<file path="config.mk">
export PLATFORM = sky130hd
export DESIGN_NAME = param_mod_counter
export DESIGN_NICKNAME = d
export VERILOG_FILES = /design/src/rtl/pmc_pkg.sv /design/src/rtl/pmc_prescaler.sv /design/src/rtl/param_mod_counter.sv
export SDC_FILE = /design/constraint.sdc
export NUM_CORES = 1
export LEC_CHECK = 0
export ABC_AREA = 1
export CAP_MARGIN = 40
export CORE_MARGIN = 3
export CORE_UTILIZATION = 48
export CTS_CLUSTER_DIAMETER = 100
export DETAILED_ROUTE_END_ITERATION = 16
export PLACE_DENSITY = 0.73
export SYNTH_ARGS = -nofsm -noshare
export SYNTH_HDL_FRONTEND = slang
export SYNTH_HIERARCHICAL = 1
export SYNTH_SLANG_ARGS = --single-unit
</file>
<file path="constraint.sdc">
create_clock -name CLK -period 1.7 [get_ports CLK]
set_input_delay 0.255 -clock CLK [delete_from_list [all_inputs] [get_ports CLK]]
set_output_delay 0.255 -clock CLK [all_outputs]
set_load 0.05 [all_outputs]
</file>
<file path="src/rtl/pmc_pkg.sv">
// Shared types and helpers for the parametrised modulo counter.
package pmc_pkg;

   // Per-cycle step direction decoded from the two enable inputs.
   typedef enum logic [1:0] {
      DIR_IDLE = 2'd0,
      DIR_UP   = 2'd1,
      DIR_DN   = 2'd2
   } dir_e;

   // Widest internal arithmetic: WIDTH max 16, plus one guard bit.
   localparam int unsigned PMC_AW = 17;

   // Conflicting or absent requests both decode to idle.
   function automatic dir_e dir_decode(input logic up, input logic dn);
      dir_e d;
      d = DIR_IDLE;
      if (up && !dn) d = DIR_UP;
      else if (dn && !up) d = DIR_DN;
      return d;
   endfunction

   // Clamp a value into 0..modulus-1.
   function automatic logic [PMC_AW-1:0] clamp_mod(input logic [PMC_AW-1:0] value,
                                                   input logic [PMC_AW-1:0] modulus);
      logic [PMC_AW-1:0] r;
      r = value;
      if (value >= modulus) r = modulus - PMC_AW'(1);
      return r;
   endfunction

endpackage

</file>
<file path="src/rtl/pmc_prescaler.sv">
// Enable prescaler: emits one tick every PRESCALE active cycles.
// The phase holds on idle cycles and restarts from zero on clear.
module pmc_prescaler
   import pmc_pkg::*;
#(
   parameter int PRESCALE = 1
) (
   input  logic CLK,
   input  logic RSTN,
   input  logic i_active,
   input  logic i_clear,
   output logic o_tick
);

   localparam int PW = (PRESCALE > 1) ? $clog2(PRESCALE) : 1;
   localparam logic [PW-1:0] LAST = PW'(PRESCALE - 1);

   if (PRESCALE < 1 || PRESCALE > 256) begin : g_bad_prescale
      $fatal(1, "pmc_prescaler: PRESCALE out of range 1..256");
   end

   logic [PW-1:0] r_phase;

   assign o_tick = i_active & (r_phase == LAST);

   // Phase counter: advance on active cycles, restart on tick or clear.
   always_ff @(posedge CLK or negedge RSTN) begin
      if (!RSTN) begin
         r_phase <= '0;
      end else if (i_clear) begin
         r_phase <= '0;
      end else if (o_tick) begin
         r_phase <= '0;
      end else if (i_active) begin
         r_phase <= r_phase + PW'(1);
      end
   end

endmodule

</file>
<file path="src/rtl/param_mod_counter.sv">
// Parametrised modulo counter with up/down stepping, clamped load,
// wrap or saturate boundaries, enable prescaler, registered wrap pulse
// and a saturating wrap tally.
module param_mod_counter
   import pmc_pkg::*;
#(
   parameter int WIDTH    = 3,
   parameter int MODULUS  = 6,
   parameter int SATURATE = 0,
   parameter int PRESCALE = 1,
   parameter int TALLY_W  = 8
) (
   input  logic               CLK,
   input  logic               RSTN,
   input  logic               CLEAR,
   input  logic               LOAD,
   input  logic [WIDTH-1:0]   LOAD_VAL,
   input  logic               UP_ENABLE,
   input  logic               DOWN_ENABLE,
   output logic [WIDTH-1:0]   CNT,
   output logic               AT_MAX,
   output logic               AT_MIN,
   output logic               WRAP,
   output logic [TALLY_W-1:0] WRAP_TALLY
);

   // Parameter legality is enforced at elaboration time.
   if (WIDTH < 2 || WIDTH > 16) begin : g_bad_width
      $fatal(1, "param_mod_counter: WIDTH out of range 2..16");
   end
   if (MODULUS < 2 || longint'(MODULUS) > (longint'(1) << WIDTH)) begin : g_bad_modulus
      $fatal(1, "param_mod_counter: MODULUS out of range 2..2**WIDTH");
   end
   if (SATURATE != 0 && SATURATE != 1) begin : g_bad_saturate
      $fatal(1, "param_mod_counter: SATURATE must be 0 or 1");
   end
   if (TALLY_W < 1) begin : g_bad_tally
      $fatal(1, "param_mod_counter: TALLY_W must be at least 1");
   end

   // Compares run one bit wider than the count so MODULUS == 2**WIDTH
   // is representable and no check relies on natural overflow.
   localparam int AW = WIDTH + 1;
   localparam logic [AW-1:0]    MOD_W   = AW'(MODULUS);
   localparam logic [AW-1:0]    MAX_W   = AW'(MODULUS - 1);
   localparam logic [WIDTH-1:0] MAX_CNT = WIDTH'(MODULUS - 1);

   logic [WIDTH-1:0]   r_cnt;
   logic               r_wrap;
   logic [TALLY_W-1:0] r_tally;

   dir_e               w_dir;
   logic               w_active;
   logic               w_tick;
   logic               w_pre_clear;
   logic [AW-1:0]      w_cnt_ext;
   logic               w_oob;
   logic               w_at_max;
   logic               w_at_min;
   logic [WIDTH-1:0]   w_load_val;
   logic [WIDTH-1:0]   w_cnt_nxt;
   logic               w_wrap_nxt;
   logic               w_tally_clr;
   logic               w_tally_inc;

   assign w_cnt_ext   = {1'b0, r_cnt};
   assign w_oob       = (w_cnt_ext >= MOD_W);
   assign w_at_max    = (w_cnt_ext == MAX_W);
   assign w_at_min    = (r_cnt == '0);
   assign w_active    = (w_dir != DIR_IDLE);
   assign w_pre_clear = CLEAR | LOAD;

   // Decode the step direction for this cycle.
   always_comb begin
      w_dir = dir_decode(UP_ENABLE, DOWN_ENABLE);
   end

   // Load value clamped into the legal count range.
   always_comb begin
      w_load_val = WIDTH'(clamp_mod(PMC_AW'(LOAD_VAL), PMC_AW'(MODULUS)));
   end

   pmc_prescaler #(
      .PRESCALE (PRESCALE)
   ) u_prescaler (
      .CLK      (CLK),
      .RSTN     (RSTN),
      .i_active (w_active),
      .i_clear  (w_pre_clear),
      .o_tick   (w_tick)
   );

   // Next count and wrap: recovery > clear > load > step > hold.
   always_comb begin
      w_cnt_nxt   = r_cnt;
      w_wrap_nxt  = 1'b0;
      w_tally_clr = 1'b0;
      w_tally_inc = 1'b0;
      if (w_oob) begin
         w_cnt_nxt = '0;
         if (CLEAR) w_tally_clr = 1'b1;
      end else if (CLEAR) begin
         w_cnt_nxt   = '0;
         w_tally_clr = 1'b1;
      end else if (LOAD) begin
         w_cnt_nxt = w_load_val;
      end else if (w_tick) begin
         if (w_dir == DIR_UP) begin
            if (!w_at_max) begin
               w_cnt_nxt = r_cnt + WIDTH'(1);
            end else if (SATURATE == 0) begin
               w_cnt_nxt   = '0;
               w_wrap_nxt  = 1'b1;
               w_tally_inc = 1'b1;
            end
         end else if (w_dir == DIR_DN) begin
            if (!w_at_min) begin
               w_cnt_nxt = r_cnt - WIDTH'(1);
            end else if (SATURATE == 0) begin
               w_cnt_nxt   = MAX_CNT;
               w_wrap_nxt  = 1'b1;
               w_tally_inc = 1'b1;
            end
         end
      end
   end

   // Count and wrap pulse registers.
   always_ff @(posedge CLK or negedge RSTN) begin
      if (!RSTN) begin
         r_cnt  <= '0;
         r_wrap <= 1'b0;
      end else begin
         r_cnt  <= w_cnt_nxt;
         r_wrap <= w_wrap_nxt;
      end
   end

   // Wrap tally: cleared with the count, sticks at all-ones.
   always_ff @(posedge CLK or negedge RSTN) begin
      if (!RSTN) begin
         r_tally <= '0;
      end else if (w_tally_clr) begin
         r_tally <= '0;
      end else if (w_tally_inc && (r_tally != '1)) begin
         r_tally <= r_tally + TALLY_W'(1);
      end
   end

   assign CNT        = r_cnt;
   assign AT_MAX     = w_at_max;
   assign AT_MIN     = w_at_min;
   assign WRAP       = r_wrap;
   assign WRAP_TALLY = r_tally;

endmodule

</file>
==> out/metrics.yaml <==
pwr:
  power.leakage_nw: 0.711
  peakVddDrop_mv: 0.418
  power-per-cell-area_mw_per_mm2: 628
setup_path:
  worst-path-buf-inv: 5
  cp_top_family: "buffers and inverters"
  worstPathMaxFanout: 7
  crit_type: "in2reg"
  crit_slowest_cell: "clkdlybuf4s50_1"
  cp.required_ps: 1910
  end_kind: "flip-flop"
  cp.arrival_ps: 1790
  crit_chain: "clkdlybuf4s50_1 -> inv_1 -> ha_1 -> inv_1 -> inv_2 -> nor2_4 -> inv_2 -> nor2_4 -> nand3_4 -> nand2_4 -> nand2_1 -> nand2_1"
  critPathLaunchType: "primary input"
  slowest_delay_ps: 480
clock_tree:
  htree_levels: 1
  post-cts-setup-buffer-count: 0
  cts_buffers: 3
  clk_pin_slew_ps: 70
  cts_tree: "built"
  worstSkewPairLatency_ps: 270
  cts-root-buf: "clkbuf_4"
  cts.sinks: 13
  cts_max_path_buffers: 2
route:
  drtIter0Drc: 24
  vias: 977
  dr.pass1.iters: 4
  totalWireLength_um: 2190
  avgViaCountPerCell: 4.79
  route.antenna.remaining_nets: 0
  drc: 0
  wl_per_cell_um: 10.7
yosys:
  synthSimpleGateAreaFrac_pct: 49.3
  yosysWarnings: 6
  synth_area_leaders: "dfrtp_1 33%, nand2_1 20%, inv_1 8.5%"
  netlist_area_um2: 972
  syn_area_per_cell_um2: 6.57
  synth_seq_cells: 13
  syn_inst: 148
  ys_seq_area_share_pct: 33.5
  synth-compound-area-share_pct: 1.16
  synth_xor_area_share_pct: 1.80
  yosysTopAreaCell: "dfrtp_1"
  synth_top_area_share_pct: 33.5
  syn_nets: 160
  muxShareOfSynthArea_pct: 0
  synthDistinctLibCells: 22
  synthAdderAreaFrac_pct: 3.86
  synth_top_family_by_area: "simple AND/OR/NAND/NOR gates"
sta:
  rsz0062_at_grt: "no"
  setup_slack_ps: 114
  timing.fmax_mhz: 631
  clock_skew_ps: 4.53
  worst_hold_slack_ps: 357
  slew-limit-headroom_pct: 60.2
  setup_violations: 0
  tightest_slew_ps: 595
  finalCritPeriodShare_pct: 93.3
  hold_viol: 0
  drv_slew: 0
  period_needed_ps: 1590
die:
  coreArea_mm2: 0.00182
  die-area_mm2: 0.00260
  num_io_pins: 23
  die_height_um: 51.0
  start_util_pct: 53.4
  chipWidth_um: 51.0
  rows: 15
global_routing:
  grt_pass1_wl_um: 3740
  grt_usage_pct: 19.0
  grt_max_degree: 14
  grt_pass1_vias: 840
  antenna_found_initial: 0
  grt_overflow: 0
place:
  preCtsSetupSlack_ps: -285
  place_area_mm2: 0.00124
  place_hpwl_um: 1820
  port_buffers: 22
  dp.cells: 199
  gp_congestion: 0.850
cells_and_area:
  insertedDiodeCount: 0
  final_cell_mix: "52 x nand2_1, 21 x inv_1, 18 x nor2_1, 17 x buf_4, 14 x nand3_1"
  layout.nets: 192
  fin_area_mm2: 0.00129
  drive_gt1_share_pct: 22.9
  layout_commonest_cell: "nand2_1"
  final_cell_count_no_fill: 204
  syn2layout_area_growth_pct: 32.8
run_status:
  status: "finished clean"
worst_hold_path:
  hold_class: "in2async"
flow_run:
  cap_violations: 0
stage by stage:
stage	power [W]	util, %	setup TNS, ps
final	0.000810	70.9	0
after global routing	0.000864	70.9	0
after CTS	0.000817	70.1	0
after detailed placement	0.000630	68.1	-2740
after global placement	0.000627	68.1	-1940
after floorplan	0.000515	-	0
cell usage after synthesis:
cell and number:
inv_2 1, nor2_4 3, nor2_2 1, nand3_1 15, ha_1 3, inv_1 22, o21ai_0 1, nand2_2 5
o22ai_1 1, nand4_1 1, nor3_1 2, dfrtp_1 13, xor2_1 1, and2_2 1, nor2_1 19, nand2_4 1
xnor2_1 1, nand3_4 1, nand2_1 53, clkinv_1 1, nand3_2 1, buf_6 1
final timing paths:
kind,start,endpoint,slack (ps),cells past startpoint
worst max-delay path,UP_ENABLE,WRAP_TALLY[4],110,12
worst min-delay path,RSTN,CNT[0],360,1
worst max register to register,WRAP_TALLY[0],WRAP_TALLY[4],230,8
worst min register to register,u_prescaler/r_phase,u_prescaler/r_phase,560,2
max in group asynchronous,RSTN,CNT[1],950,1
min in group CLK,u_prescaler/r_phase,u_prescaler/r_phase,560,2
flip-flops by register name, indices dropped and copies added (netlist names):
register / flops
WRAP_TALLY: 8
WRAP: 1
CNT: 3
u_prescaler/r_phase: 1
where the power goes:
group / leakage (nW) / total (W) / switching, W / internal [W]
Sequential: 0.177 / 0.000342 / 0.0000204 / 0.000322
Clock: 0.0150 / 0.000181 / 0.0000899 / 0.0000908
Combinational: 0.518 / 0.000288 / 0.000181 / 0.000107
cell type report:
type	instances	area, µm²
clock buffer	4	26.3
fill	152	529
inverter	24	90.1
multi-input combinational	111	571
sequential	13	325
tap	25	31.3
timing repair buffer	27	248
layer usage:
layer / global-route usage [%] / up-vias / share of wire [%]
met5: 0 / - / 0
met2: 27.5 / 31 / 44
met1: 29.2 / 425 / 50
li1: - / 519 / -
met3: 4.37 / 2 / 5.9
met4: 2.69 / 0 / 0.27
repair_timing:
action | in CTS | in global routing
gates resized for setup | 0 | 5
pin swaps | 2 | 2
endpoints found under the hold margin | 0 | 0
hold buffers | 0 | 0
endpoints found under the setup margin | 2 | 11
gates cloned | 1 | 0
cell families after synthesis:
family | Yosys count
XOR/XNOR | 2
AND/OR/NAND/NOR | 103
AO/OA/AOI/OAI | 2
adder cells (fa/ha/maj) | 3
buffers and inverters | 25
flip-flops | 13
Power figures use the tool's default switching activity.
